### config.mk
export PLATFORM = sky130hd
export DESIGN_NAME = uart_tx_arbiter
export DESIGN_NICKNAME = d
export VERILOG_FILES = /design/src/rtl/uart_pkg.sv /design/src/rtl/uart_tx_arbiter_rr_picker.sv /design/src/rtl/uart_tx_arbiter.sv
export SDC_FILE = /design/constraint.sdc
export NUM_CORES = 1
export LEC_CHECK = 0
export BUFFER_PORTS_ARGS = -buffer_cell sky130_fd_sc_hd__buf_2
export CORE_MARGIN = 5
export CORE_UTILIZATION = 46
export DETAILED_ROUTE_END_ITERATION = 12
export PLACE_DENSITY = 0.71
export SYNTH_ARGS = -nofsm -noshare
export SYNTH_HDL_FRONTEND = slang
export SYNTH_SLANG_ARGS = --single-unit
### constraint.sdc
create_clock -name clk -period 2 [get_ports clk]
set_input_delay 0.2 -clock clk [delete_from_list [all_inputs] [get_ports clk]]
set_output_delay 0.2 -clock clk [all_outputs]
set_load 0.03 [all_outputs]
### src/rtl/uart_pkg.sv
// ============================================================================
// Module      : uart_pkg
// Description : Shared state encodings and frame-bit levels for the UART1
//               transmitter and its request arbiter.
// Revision    : 1.0 - initial release
// ============================================================================
`default_nettype none

package uart_pkg;

  typedef enum logic [1:0] {
    S_IDLE  = 2'd0,
    S_LOAD  = 2'd1,
    S_START = 2'd2,
    S_BUSY  = 2'd3
  } arb_state_t;

  localparam logic FRAME_IDLE  = 1'b1;
  localparam logic FRAME_START = 1'b0;
  localparam logic FRAME_STOP  = 1'b1;

endpackage : uart_pkg

`default_nettype wire

### src/rtl/uart_tx_arbiter_rr_picker.sv
// ============================================================================
// Module      : rr_picker
// Description : Combinational round-robin selector; returns the first valid
//               requester at or after the pointer, searching circularly.
// Revision    : 1.0 - initial release
// ============================================================================
`default_nettype none

module rr_picker #(
  parameter int N_REQ = 4,
  parameter int GW    = $clog2(N_REQ)
) (
  input  logic [N_REQ-1:0] req_valid,
  input  logic [GW-1:0]    ptr,
  output logic [GW-1:0]    grant,
  output logic             any_valid
);

  logic [GW:0]   w_sum;
  logic [GW-1:0] w_idx;

  // Descending scan so the lowest offset from the pointer is written last and wins.
  always_comb begin
    grant     = '0;
    any_valid = 1'b0;
    w_sum     = '0;
    w_idx     = '0;
    for (int i = N_REQ - 1; i >= 0; i--) begin
      w_sum = {1'b0, ptr} + (GW + 1)'(i);
      if (w_sum >= (GW + 1)'(N_REQ)) begin
        w_sum = w_sum - (GW + 1)'(N_REQ);
      end
      w_idx = w_sum[GW-1:0];
      if (req_valid[w_idx]) begin
        grant     = w_idx;
        any_valid = 1'b1;
      end
    end
  end

endmodule : rr_picker

`default_nettype wire

### src/rtl/uart_tx_arbiter.sv
// ============================================================================
// Module      : uart_tx_arbiter
// Description : Round-robin arbiter sharing one UART1 transmitter among byte
//               requesters, sequencing load and tracking each frame.
// Revision    : 1.0 - initial release
// ============================================================================
`default_nettype none

module uart_tx_arbiter
  import uart_pkg::*;
#(
  parameter int N_REQ   = 4,
  parameter int TIMEOUT = 16,
  parameter int CNT_W   = 16
) (
  input  logic                       clk,
  input  logic                       rst,
  input  logic [N_REQ-1:0]           req_valid,
  input  logic [8*N_REQ-1:0]         req_data,
  output logic [N_REQ-1:0]           req_ack,
  output logic                       load,
  output logic [7:0]                 tx1,
  output logic                       idle_bit,
  output logic                       start_bit,
  output logic                       stop_bit,
  input  logic                       parallel_in_active,
  output logic [$clog2(N_REQ)-1:0]   grant_id,
  output logic                       busy,
  output logic                       err_timeout,
  output logic [CNT_W-1:0]           tx_count
);

  localparam int GW = $clog2(N_REQ);
  localparam int TW = $clog2(TIMEOUT + 1);

  arb_state_t       r_state;
  logic [GW-1:0]    r_ptr;
  logic [GW-1:0]    r_grant;
  logic [N_REQ-1:0] r_req_ack;
  logic             r_load;
  logic [7:0]       r_tx1;
  logic             r_busy;
  logic             r_err_timeout;
  logic [TW-1:0]    r_wait;
  logic [CNT_W-1:0] r_tx_count;

  logic [GW-1:0]    w_pick;
  logic             w_any_valid;

  rr_picker #(
    .N_REQ (N_REQ),
    .GW    (GW)
  ) u_rr_picker (
    .req_valid (req_valid),
    .ptr       (r_ptr),
    .grant     (w_pick),
    .any_valid (w_any_valid)
  );

  // Outputs are set on the transition into a state so they are valid during it.
  always_ff @(posedge clk) begin
    if (rst) begin
      r_state       <= S_IDLE;
      r_ptr         <= '0;
      r_grant       <= '0;
      r_req_ack     <= '0;
      r_load        <= 1'b0;
      r_tx1         <= '0;
      r_busy        <= 1'b0;
      r_err_timeout <= 1'b0;
      r_wait        <= '0;
      r_tx_count    <= '0;
    end else begin
      case (r_state)
        S_IDLE: begin
          if (w_any_valid) begin
            r_state <= S_LOAD;
            r_grant <= w_pick;
            r_tx1   <= req_data[8*w_pick +: 8];
            r_load  <= 1'b1;
            r_busy  <= 1'b1;
            for (int i = 0; i < N_REQ; i++) begin
              r_req_ack[i] <= (GW'(i) == w_pick);
            end
          end
        end
        S_LOAD: begin
          r_state   <= S_START;
          r_load    <= 1'b0;
          r_req_ack <= '0;
          r_wait    <= '0;
          if (r_grant == GW'(N_REQ - 1)) begin
            r_ptr <= '0;
          end else begin
            r_ptr <= r_grant + 1'b1;
          end
        end
        S_START: begin
          if (parallel_in_active) begin
            r_state <= S_BUSY;
          end else if (r_wait == TW'(TIMEOUT - 1)) begin
            r_state       <= S_IDLE;
            r_busy        <= 1'b0;
            r_err_timeout <= 1'b1;
          end else begin
            r_wait <= r_wait + 1'b1;
          end
        end
        S_BUSY: begin
          if (!parallel_in_active) begin
            r_state    <= S_IDLE;
            r_busy     <= 1'b0;
            r_tx_count <= r_tx_count + 1'b1;
          end
        end
        default: begin
          r_state <= S_IDLE;
          r_busy  <= 1'b0;
        end
      endcase
    end
  end

  assign req_ack     = r_req_ack;
  assign load        = r_load;
  assign tx1         = r_tx1;
  assign grant_id    = r_grant;
  assign busy        = r_busy;
  assign err_timeout = r_err_timeout;
  assign tx_count    = r_tx_count;
  assign idle_bit    = FRAME_IDLE;
  assign start_bit   = FRAME_START;
  assign stop_bit    = FRAME_STOP;

endmodule : uart_tx_arbiter

`default_nettype wire

* Yosys cells after proc, flatten, opt, wreduce, memory -nomap -nowiden *
Cells that the tools add are included.

storage, ports and cells
  input bits = 39
  word-level logic and storage cells = 93
  latch bits = 0
  output and inout bits = 36
  bits in writable memories = 0
  flip-flop bits (word level) = 42
  memories = 0
  bits in read-only memories = 0

cells by class
  magnitude comparators = 8
  shifts and indexed selects = 1
  bitwise logic cells = 1
  add/sub/neg operators = 10
  $mul = 0
  multiplexer cells = 37
  equality and inequality tests = 14
  div/mod/pow operators = 0
  reductions and logical operators = 12

operator list
  cell                   count
  $shiftx 32x6->8        1
  $mux 2                 13
  $add 16x1->16 const B  1
  $lt 2x3->1 const B     4
  $mux 1                 12
  $mux 5                 2
  $pmux 5 s2             1
  $ge 3x3->1 const B     3
  $reduce_and 3->1       3
  $bmux 1 s2             4
  $ne 2x2->1 const B     4
  $pmux 2 s4             1
  $pmux 4 s2             1
  $sub 2x1->2 const B    4
  $add 2x2->3 const B    2
  $eq 2x2->1 const B     3
  $reduce_and 2->1       3
  $add 5x1->5 const B    1
  $eq 5x4->1 const B     1
  $reduce_and 5->1       1
  $eq 2x2->1 const A     2
  $logic_not 2->1        2
  $mux 4                 1
  $reduce_bool 2->1      2
  other kinds (11)       11

* Depth between registers and ports, before layout *
  depth in word-level cells = 12
  depth in mapped cells = 8
  mapped depth without buffers = 8

* Modules after synthesis *
Synthesis repeated with hierarchy kept, for this count alone.

unflattened totals
  cell total of the unflattened synthesis = 254
  area, all modules = 2,243.4 µm²

by module, submodules not included
  module           area each (µm²)  cells each  times used
  uart_tx_arbiter  2,165.8          241         1
  rr_picker        77.6             13          1

* Least setup slack after synthesis *
Ideal clock, no wire load.

  kind = register -> register
  from = reg r_state[0]
  to = reg r_tx_count[15] (netlist: tx_count[15])
  required time = 1,872 ps
  path slack = 326 ps
  buffers on the path = 1
  cell stages (with the launch flop) = 8
  setup time = 128 ps
  clock period less this slack = 1,674 ps
  arrival time = 1,546 ps
  cell sequence = dfxtp_1 > ha_1 > nor2b_1 > buf_2 > nand4_4 > nor4_1 > xnor2_1 > nor2_1

between the ends
  longest elaborated chain between the ends = 2

ends and longest elaborated chain
  what                        line                    source
  start, declared             uart_tx_arbiter.sv:36   arb_state_t r_state;
  start signal, assigned      uart_tx_arbiter.sv:63   r_state <= S_IDLE;
  start signal, assigned      uart_tx_arbiter.sv:77   r_state <= S_LOAD;
  start signal, assigned      uart_tx_arbiter.sv:88   r_state <= S_START;
  $eq 2x2->1                  uart_tx_arbiter.sv:74   case (r_state)
  $reduce_and 2->1 (no line)  -
  end signal, assigned        uart_tx_arbiter.sv:113  r_tx_count <= r_tx_count + 1'b1;
  end, declared               uart_tx_arbiter.sv:45   logic [CNT_W-1:0] r_tx_count;

No other way between the ends.
A chain may end at the register's enable or synchronous reset.

* Final worst setup path *
  from = reg r_state[0]
  to = reg r_tx_count[12] (netlist: tx_count[12])

The elaborated chain is that of the path after synthesis.

==> impl_metrics.env <==
export IMPL_cts_made_buffers=5
export IMPL_synthFlopType="dfxtp_1"
export IMPL_design_area_mm2=0.00277
export IMPL_antenna_found_initial=0
export IMPL_grt_first_pass_wirelength_um=8250
export IMPL_initial_core_util_pct=46.9
export IMPL_synth_seq_cells=42
export IMPL_slew_viol_final=0
export IMPL_drtIter0Drc=71
export IMPL_grt_usage_pct=16.2
export IMPL_hold_viol_final=0
export IMPL_crit_chain="ha_1 > nor2b_1 > buf_4 > nand3_1 > nor4_2 > xnor2_1 > nor2_1"
export IMPL_netlist_top_cells_count="42 x dfxtp_1, 31 x nor2_1, 20 x mux2i_1, 15 x nand2_1, 14 x a21oi_1"
export IMPL_top_layer_used="met4"
export IMPL_synth_cell_type_count=37
export IMPL_tritoncts="yes"
export IMPL_hp_class="in2reg"
export IMPL_r2r_slack_ns=0.16
export IMPL_synth_edf_count=0
export IMPL_power_frac_comb_pct=28.5
export IMPL_clk_latency_ns=0.29
export IMPL_firstDrtPassIters=4
export IMPL_ctsHoldBuffers=0
export IMPL_vias=1960
export IMPL_grt_start_max_net_pins=40
export IMPL_final_layout_size_suffix_gt1_share_pct=31.5
export IMPL_grt_overflow_total=0
export IMPL_critPathRequiredTime_ns=2.18
export IMPL_synth_area_leaders="dfxtp_1 38%, mux2i_1 9.1%, o221ai_2 5.5%"
export IMPL_setup_viol=0
export IMPL_maxCapViolCount=0
export IMPL_dieHeight_um=79.1
export IMPL_critPathKind="reg2reg"
export IMPL_slowest_stage="dfxtp_1"
export IMPL_p_int_w=0.00173
export IMPL_worst_setup_path_start_kind="register"
export IMPL_synth_top_area_share_pct=38.2
export IMPL_m1WireLength_um=2130
export IMPL_grt_pass1_vias=1842
export IMPL_p_sw_share_pct=30.8
export IMPL_via_per_inst=5.28
export IMPL_htree_levels=2
export IMPL_drtAntennaViolNets=0
export IMPL_ctsResizeCount=0
export IMPL_cp_num_buf_inv=1
export IMPL_clkTransAtPathRegs_ns=0.08
export IMPL_place_gp_congestion=0.801
export IMPL_arrival_ns=2.01
export IMPL_p_per_area_mw_per_mm2=902
export IMPL_area_growth_pct=26.0
export IMPL_synth_most_common_cell="dfxtp_1"
export IMPL_route_met2_wl_um=2440
export IMPL_port_buffers=71
export IMPL_core_mm2=0.00469
export IMPL_wl_per_cell_um=13.3
export IMPL_path_max_fanout=6
export IMPL_die_area_mm2=0.00626
export IMPL_pin_count=75
export IMPL_placed_cell_area_mm2=0.00261
export IMPL_synth_warnings=0
export IMPL_route_detailed_drc=0
export IMPL_leakage_nw=1.26
export IMPL_async_flop_share_pct=0
export IMPL_route_met3_wl_um=323
export IMPL_routed_wl_um=4940
export IMPL_die_w_um=79.1
export IMPL_rows=25
export IMPL_layout_nets=363
export IMPL_cts_setup_buffers=0
export IMPL_max_stage_delay_ns=0.41
export IMPL_antennaDiodeCount=0
export IMPL_p_clk_share_pct=32.7
export IMPL_yosysTopAreaCell="dfxtp_1"
export IMPL_max_freq_mhz=545
export IMPL_final_setup_tns_ns=0
export IMPL_clockBufferDepth=2
export IMPL_cts_sinks=42
export IMPL_fin_skew_ns=0.00948
export IMPL_ys_seq_area_share_pct=38.2
export IMPL_netlist_area_mm2=0.00220
export IMPL_status="complete, no violations"
export IMPL_period_share_pct=91.8
export IMPL_syn_area_per_cell_um2=8.97
export IMPL_synth_cells=245
export IMPL_irDropWorstVdd_mv=0.722
export IMPL_power_frac_seq_pct=38.7
export IMPL_root_buffer="clkbuf_8"
export IMPL_endpoint_kind="register"
export IMPL_dpl_hpwl_um=3660
export IMPL_switchingPower_w=0.000770
export IMPL_cpLargestDelayFamily="simple AND/OR/NAND/NOR gates"
export IMPL_fin_crit_ns=1.84
metal layers:
| layer | track usage [%] | vias up |
|---|---|---|
| li1 | - | 1012 |
| met1 | 18.7 | 890 |
| met2 | 28.8 | 53 |
| met3 | 4.31 | 5 |
| met4 | 5.67 | 0 |
| met5 | 0 | - |
area by class of cell:
| type | instances | area [um^2] |
|---|---|---|
| Multi-Input combinational cell | 181 | 1270 |
| Timing Repair Buffer | 78 | 420 |
| Clock buffer | 6 | 82.6 |
| Sequential cell | 42 | 841 |
| Tap cell | 54 | 67.6 |
| Inverter | 8 | 30.0 |
| Fill cell | 417 | 1920 |
| Clock inverter | 2 | 60.1 |
registers in the layout (all words and copies together), names as in the netlist:
register and cells:
busy 1, load 1, err_timeout 1, r_state 2, req_ack 4, tx1 8
r_wait 5, r_ptr 2, grant_id 2, tx_count 16
power groups by stage:
stage	logic (W)	clock network, W	registers (W)
floorplan	0.000394	0	0.00111
global placement	0.000708	0	0.000983
detailed placement	0.000716	0	0.000988
CTS	0.000720	0.000838	0.000968
global route	0.000778	0.000880	0.000980
finish	0.000713	0.000818	0.000968
logic make-up (layout without fill, tap and decap cells):
kind of cell	Yosys count	in the layout	synth area share, %
compound gates	37	37	13.2
other cells	2	3	0.342
simple gates	99	99	23.9
fa+ha+maj	8	8	4.55
flops	42	42	38.2
xor+xnor	14	14	5.58
mux	20	20	9.11
buf+inv	23	94	5.07
layout by cell type, fill, tap and decap left out, types with 2 or more instances in the layout:
cell type   n
a21oi_1    14
a32oi_1     2
and3_1      2
buf_2      71
buf_4       6
bufinv_16   2
clkbuf_8    6
conb_1      3
dfxtp_1    42
ha_1        8
inv_1       8
mux2i_1    20
nand2_1    15
nand2b_1    5
nand3_1     7
nand3b_1   10
nand4_1     5
nor2_1     31
nor2b_1     4
nor3_1      5
nor4_1      2
nor4_2      3
o21ai_0     6
o221ai_2    8
o22ai_1     2
or3_1       5
xnor2_1     8
xor2_1      6
stage by stage:
stage	std cells	total power (W)	utilization [%]	hold slack, ns	setup WS [ns]
detailed placement	363	0.00170	55.6	0.447	0.183
floorplan	246	0.00150	-	0.397	0.326
CTS	371	0.00253	58.6	0.134	0.177
global placement	363	0.00169	55.6	0.439	0.271
global route	371	0.00264	59.0	0.150	-0.0188
finish	371	0.00250	59.0	0.139	0.165
worst reg2reg max path: cells and delay by family, from the launching register on:
| kind | cells | cell delay, ns |
|---|---|---|
| xor+xnor | 1 | 0.15 |
| buf+inv | 1 | 0.17 |
| flops | 1 | 0.41 |
| simple gates | 4 | 0.75 |
| fa+ha+maj | 1 | 0.24 |
worst paths after layout:
check / to / from / cells past startpoint
hold / removal: grant_id[1] / rst / 2
hold reg to reg: req_ack[1] / req_ack[1] / 2
setup / recovery: tx_count[12] / r_state[0] / 7
setup reg to reg: tx_count[12] / r_state[0] / 7
(Power assumes the default switching activity.)
